===== src/rtl/mmio_console_pkg.sv =====
// Shared register map for the console/test peripheral: word offsets within
// the window and bit positions inside STATUS.
package mmio_console_pkg;

  localparam logic [7:0] OFS_STATUS     = 8'h00;
  localparam logic [7:0] OFS_TXDATA     = 8'h04;
  localparam logic [7:0] OFS_EXIT       = 8'h08;
  localparam logic [7:0] OFS_CYCLE_LO   = 8'h0C;
  localparam logic [7:0] OFS_CYCLE_HI   = 8'h10;
  localparam logic [7:0] OFS_INSTRET_LO = 8'h14;
  localparam logic [7:0] OFS_INSTRET_HI = 8'h18;

  localparam int ST_EMPTY    = 0;
  localparam int ST_FULL     = 1;
  localparam int ST_OVERFLOW = 2;
  localparam int ST_DONE     = 3;

endpackage


===== src/rtl/mmio_console_sync_fifo.sv =====
// Show-ahead synchronous FIFO. A push that meets a full FIFO is accepted only
// when a pop frees a slot in the same cycle; otherwise it is dropped and
// reported on push_drop.
module sync_fifo #(
  parameter int WIDTH = 8,
  parameter int DEPTH = 16
) (
  input  logic             clk,
  input  logic             reset_n,
  input  logic             push,
  input  logic [WIDTH-1:0] push_data,
  input  logic             pop,
  output logic [WIDTH-1:0] head_data,
  output logic             full,
  output logic             empty,
  output logic             push_drop
);

  localparam int AW = $clog2(DEPTH);
  localparam int CW = $clog2(DEPTH + 1);

  logic [WIDTH-1:0] mem [DEPTH];
  logic [AW-1:0]    wr_ptr_reg;
  logic [AW-1:0]    rd_ptr_reg;
  logic [CW-1:0]    count_reg;
  logic             do_push;
  logic             do_pop;

  assign empty     = (count_reg == '0);
  assign full      = (count_reg == CW'(DEPTH));
  assign do_pop    = pop && !empty;
  assign do_push   = push && (!full || do_pop);
  assign push_drop = push && !do_push;
  assign head_data = mem[rd_ptr_reg];

  // Storage write; contents need no reset because count gates visibility.
  always_ff @(posedge clk) begin
    if (do_push) mem[wr_ptr_reg] <= push_data;
  end

  // Pointers and occupancy; pointers wrap naturally since DEPTH is 2^AW.
  always_ff @(posedge clk or negedge reset_n) begin
    if (!reset_n) begin
      wr_ptr_reg <= '0;
      rd_ptr_reg <= '0;
      count_reg  <= '0;
    end else begin
      if (do_push) wr_ptr_reg <= wr_ptr_reg + 1'b1;
      if (do_pop)  rd_ptr_reg <= rd_ptr_reg + 1'b1;
      if (do_push && !do_pop)      count_reg <= count_reg + 1'b1;
      else if (do_pop && !do_push) count_reg <= count_reg - 1'b1;
    end
  end

endmodule


===== src/rtl/mmio_console.sv =====
// Console/test peripheral: address decoder, TX byte FIFO, exit latch, and
// 64-bit cycle/instret counters with lo-then-hi atomic read shadows.
// Read data is registered so the SoC mux can treat it like RAM.
module mmio_console
  import mmio_console_pkg::*;
#(
  parameter logic [31:0] BASE_ADDR  = 32'h0002_0000,
  parameter int          FIFO_DEPTH = 16
) (
  input  logic        clk,
  input  logic        reset_n,
  input  logic [31:0] mem_addr,
  input  logic [3:0]  mem_write,
  input  logic [31:0] mem_wdata,
  input  logic        retire,
  output logic        hit,
  output logic [31:0] rdata,
  output logic        tx_valid,
  output logic [7:0]  tx_data,
  input  logic        tx_ready,
  output logic        done,
  output logic [31:0] exit_code
);

  logic        hit_now;
  logic [7:0]  ofs;
  logic        wr_en;
  logic        rd_en;
  logic        fifo_full;
  logic        fifo_empty;
  logic        fifo_drop;
  logic        overflow_reg;
  logic        done_reg;
  logic [31:0] exit_code_reg;
  logic [63:0] cycle_reg;
  logic [63:0] instret_reg;
  logic [31:0] cyc_shadow_reg;
  logic [31:0] ins_shadow_reg;
  logic        cyc_snap_reg;
  logic        ins_snap_reg;
  logic        hit_reg;
  logic [31:0] rdata_reg;
  logic [31:0] rdata_next;

  assign hit_now = (mem_addr[31:8] == BASE_ADDR[31:8]);
  assign ofs     = mem_addr[7:0];
  assign wr_en   = hit_now && (|mem_write);
  assign rd_en   = hit_now && !(|mem_write);

  sync_fifo #(.WIDTH(8), .DEPTH(FIFO_DEPTH)) u_tx_fifo (
    .clk       (clk),
    .reset_n   (reset_n),
    .push      (wr_en && (ofs == OFS_TXDATA)),
    .push_data (mem_wdata[7:0]),
    .pop       (tx_valid && tx_ready),
    .head_data (tx_data),
    .full      (fifo_full),
    .empty     (fifo_empty),
    .push_drop (fifo_drop)
  );

  assign tx_valid  = !fifo_empty;
  assign hit       = hit_reg;
  assign rdata     = rdata_reg;
  assign done      = done_reg;
  assign exit_code = exit_code_reg;

  // Overflow is sticky; a dropped push outranks a simultaneous W1C.
  always_ff @(posedge clk or negedge reset_n) begin
    if (!reset_n)                                            overflow_reg <= 1'b0;
    else if (fifo_drop)                                      overflow_reg <= 1'b1;
    else if (wr_en && ofs == OFS_STATUS && mem_wdata[ST_OVERFLOW]) overflow_reg <= 1'b0;
  end

  // EXIT write latches the code; done stays set until reset.
  always_ff @(posedge clk or negedge reset_n) begin
    if (!reset_n) begin
      done_reg      <= 1'b0;
      exit_code_reg <= '0;
    end else if (wr_en && ofs == OFS_EXIT) begin
      done_reg      <= 1'b1;
      exit_code_reg <= mem_wdata;
    end
  end

  // Cycle counter: firmware word write wins, the other half holds; frozen once done.
  always_ff @(posedge clk or negedge reset_n) begin
    if (!reset_n)                             cycle_reg <= '0;
    else if (wr_en && ofs == OFS_CYCLE_LO)    cycle_reg[31:0]  <= mem_wdata;
    else if (wr_en && ofs == OFS_CYCLE_HI)    cycle_reg[63:32] <= mem_wdata;
    else if (!done_reg)                       cycle_reg <= cycle_reg + 64'd1;
  end

  // Retired-instruction counter, same write/freeze rules as the cycle counter.
  always_ff @(posedge clk or negedge reset_n) begin
    if (!reset_n)                             instret_reg <= '0;
    else if (wr_en && ofs == OFS_INSTRET_LO)  instret_reg[31:0]  <= mem_wdata;
    else if (wr_en && ofs == OFS_INSTRET_HI)  instret_reg[63:32] <= mem_wdata;
    else if (!done_reg && retire)             instret_reg <= instret_reg + 64'd1;
  end

  // A lo read captures the hi word; the following hi read consumes the capture.
  always_ff @(posedge clk or negedge reset_n) begin
    if (!reset_n) begin
      cyc_shadow_reg <= '0;
      ins_shadow_reg <= '0;
      cyc_snap_reg   <= 1'b0;
      ins_snap_reg   <= 1'b0;
    end else if (rd_en) begin
      case (ofs)
        OFS_CYCLE_LO:   begin cyc_shadow_reg <= cycle_reg[63:32];   cyc_snap_reg <= 1'b1; end
        OFS_CYCLE_HI:   cyc_snap_reg <= 1'b0;
        OFS_INSTRET_LO: begin ins_shadow_reg <= instret_reg[63:32]; ins_snap_reg <= 1'b1; end
        OFS_INSTRET_HI: ins_snap_reg <= 1'b0;
        default: ;
      endcase
    end
  end

  // Read mux over the register map; unmapped offsets read as zero.
  always_comb begin
    rdata_next = '0;
    case (ofs)
      OFS_STATUS: begin
        rdata_next[ST_EMPTY]    = fifo_empty;
        rdata_next[ST_FULL]     = fifo_full;
        rdata_next[ST_OVERFLOW] = overflow_reg;
        rdata_next[ST_DONE]     = done_reg;
      end
      OFS_CYCLE_LO:   rdata_next = cycle_reg[31:0];
      OFS_CYCLE_HI:   rdata_next = cyc_snap_reg ? cyc_shadow_reg : cycle_reg[63:32];
      OFS_INSTRET_LO: rdata_next = instret_reg[31:0];
      OFS_INSTRET_HI: rdata_next = ins_snap_reg ? ins_shadow_reg : instret_reg[63:32];
      default:        rdata_next = '0;
    endcase
  end

  // One-cycle read latency: hit and data registered from the current address.
  always_ff @(posedge clk or negedge reset_n) begin
    if (!reset_n) begin
      hit_reg   <= 1'b0;
      rdata_reg <= '0;
    end else begin
      hit_reg   <= hit_now;
      rdata_reg <= hit_now ? rdata_next : 32'h0;
    end
  end

endmodule

===== config.mk =====
export PLATFORM = sky130hd
export DESIGN_NAME = mmio_console
export DESIGN_NICKNAME = d
export VERILOG_FILES = /design/src/rtl/mmio_console_pkg.sv /design/src/rtl/mmio_console_sync_fifo.sv /design/src/rtl/mmio_console.sv
export SDC_FILE = /design/constraint.sdc
export NUM_CORES = 1
export LEC_CHECK = 0
export CAP_MARGIN = 30
export CORE_MARGIN = 2
export CORE_UTILIZATION = 40
export DETAILED_ROUTE_END_ITERATION = 16
export PLACE_DENSITY_LB_ADDON = 0.15
export SYNTH_ARGS = -nofsm -noshare
export SYNTH_HDL_FRONTEND = slang
export SYNTH_SLANG_ARGS = --single-unit

===== constraint.sdc =====
create_clock -name clk -period 8.38 [get_ports clk]
set_clock_uncertainty 0.1 [all_clocks]
set_input_delay 2.095 -clock clk [delete_from_list [all_inputs] [get_ports clk]]
set_output_delay 2.095 -clock clk [all_outputs]
set_load 0.03 [all_outputs]

==> impl_metrics.toml <==
[worst_setup_path]
cp.required_ps = 8790
cp.arrival_ps = 6100
endpoint_kind = "flip-flop"
cp-startpoint = "mem_addr[1]"
reg2reg_to = "instret_reg[56]$_DFFE_PN0P_"
path_max_fanout = 50
startpoint_type = "input port"
r2r_start = "instret_reg[0]$_DFFE_PN0P_"
reg2reg_depth = 7
crit_type = "in -> reg"
r2r_slack_ps = 4980

[floorplanning]
fp.dieH_um = 229
initial_utilization = 0.404
fp-row-count = 82
die_w_um = 229
fp.coreArea_mm2 = 0.0500
dieArea_mm2 = 0.0523
boundaryPins = 147

[clock_network]
hold_buffers = 0
worstSkewPairLatency_ps = 590
clockBufferDepth = 3
cts_tree = "built"
htreeDepth = 2
root_buffer = "clkbuf_16"
clk_pin_slew_ps = 60
cts_sinks = 402
post_cts_buffers = 0
cts_resized = 0
cts-buffers-inserted = 46

[worst_hold_path]
min_path_cells = 2
min_path_type = "reg -> reg"
min_to = "cyc_shadow_reg[24]$_DFFE_PN0P_"
hold_start = "cyc_shadow_reg[24]$_DFFE_PN0P_"

[global_routing]
grt_pass1_wl_um = 99900
grt_overflow = 0
grt_max_degree = 161
grt_pass1_vias = 15500
antenna_found_initial = 0
grt_usage = 0.251

[synthesis]
ys_ff_latch = 402
synthesis.nets = 1957
post_synth.cell_area_avg_um2 = 10.8
synthArstFlopShare = 0.682
synthesis.area_mm2 = 0.0202
synth_seq_area_share = 0.530
ys.flop_type = "dfrtp_1"
synth_edf_count = 128
netlist-cell-type-count = 68
synthCells = 1872
yosysWarnings = 0

[sta]
fin_crit_sh = 0.678
slew_viol_final = 0
period_needed_ps = 5690
fmax_ghz = 0.176
maxSlewHeadroom = 0.334
grt_setup_unrepaired = "false"
tightestPinTransition_ps = 996
hold_viol_final = 0
setup_tns_ps = 0
finalWorstSetupSlack_ps = 2690
setup_viol = 0

[cells_and_area]
final_cell_mix = "dfrtp_1 (270), a21oi_1 (261), nand2_1 (146), clkdlybuf4s50_1 (145), edfxtp_1 (128)"
design_area_mm2 = 0.0240
layout.nets = 2071
drive_above_1_share = 0.137
syn_to_final_growth_pct = 18.7
final_cells = 2694
n_antenna_cell = 0
layout_commonest_cell = "dfrtp_1"
largest_reg_flops = 128
utilization = 0.480

[detailed_routing]
avgRoutedWirePerCell_um = 24.4
vias_per_cell = 5.99
dr.pass1.iters = 5
ant_nets = 0
drcViolationCount = 0
drt-initial-drc-count = 1408
routed_wl_um = 65800
vias = 16100

[run_status]
status = "complete, no violations"

[power]
ir_worst_vdd_uv = 139
power.density_mw_per_mm2 = 202
leakage_nw = 9.39

[place]
hpwl_um = 44600
port_buffers = 146
place_inst = 2609
dpl_worst_slack_ps = 2140
placed_cell_area_mm2 = 0.0226
routabilityCongestion = 0.875

[job]
cap_violations = 0
## cell families after synthesis
group                    count (synthesis)  synth area share
AND/OR/NAND/NOR                        595             0.149
adder cells (fa/ha/maj)                 13           0.00843
flip-flops                             402             0.530
buffers and inverters                  156            0.0306
multiplexers                           204             0.132
XOR/XNOR                                40            0.0174
AO/OA/AOI/OAI                          462             0.132
## cell usage after synthesis, types with 46 or more instances
master,number,area share
dfrtp_1,274,0.34
a21oi_1,263,0.065
nand2_1,146,0.027
edfxtp_1,128,0.19
nor2_1,127,0.024
clkbuf_1,104,0.019
mux2_2,96,0.054
o21ai_0,77,0.019
mux2i_1,68,0.034
nand3_1,62,0.015
nor4_1,51,0.016
nand4_1,48,0.015
nor3_1,46,0.011
## report_power, final
group / internal, mW / switching, mW / leakage, nW
Combinational: 0.369 / 0.361 / 4.07
Clock: 1.07 / 0.840 / 0.684
Sequential: 2.07 / 0.127 / 4.64
## area by class of cell
type                       instances  area [um2]
fill                            4649       26000
sequential                       402       10700
multi-input combinational       1314        8930
timing repair buffer             190        1970
clock buffer                      61        1230
tap                              672         841
clock inverter                    23         166
inverter                          32         120
## metrics by stage
stage / power (mW) / hold WS (ps)
after floorplan: 2.65 / 350
after global placement: 2.96 / 368
after detailed placement: 2.98 / 377
after CTS: 4.88 / 389
after global routing: 5.02 / 413
final: 4.83 / 385
## worst max path at each step
stage | to | slack [ps] | cells past startpoint
2_1_floorplan | u_tx_fifo.count_reg[4]$_DFFE_PN0P_ | 3210 | 13
3_3_place_gp | cycle_reg[53]$_DFFE_PN0P_ | 2210 | 9
3_5_place_dp | cycle_reg[54]$_DFFE_PN0P_ | 2140 | 9
4_1_cts | tx_data[3] | 2670 | 4
5_1_grt | cycle_reg[53]$_DFFE_PN0P_ | 2460 | 9
6_report | cycle_reg[62]$_DFFE_PN0P_ | 2690 | 9
## layer usage
metal,global-route usage,routed length [um],vias to the layer above,part of all wire
li1,-,-,7273,-
met1,0.340,28000,8032,0.43
met2,0.406,31100,700,0.47
met3,0.0413,4330,127,0.066
met4,0.0899,2310,0,0.035
met5,0,0,-,0
## critical path: stages
cell and delay, ps:
clkdlybuf4s50_1 440, or4_1 730, or4_4 600, or4_1 420, buf_4 300, a21oi_4 850, buf_4 410, a21oi_1 120
a21oi_1 130
(Power assumes the default switching activity.)
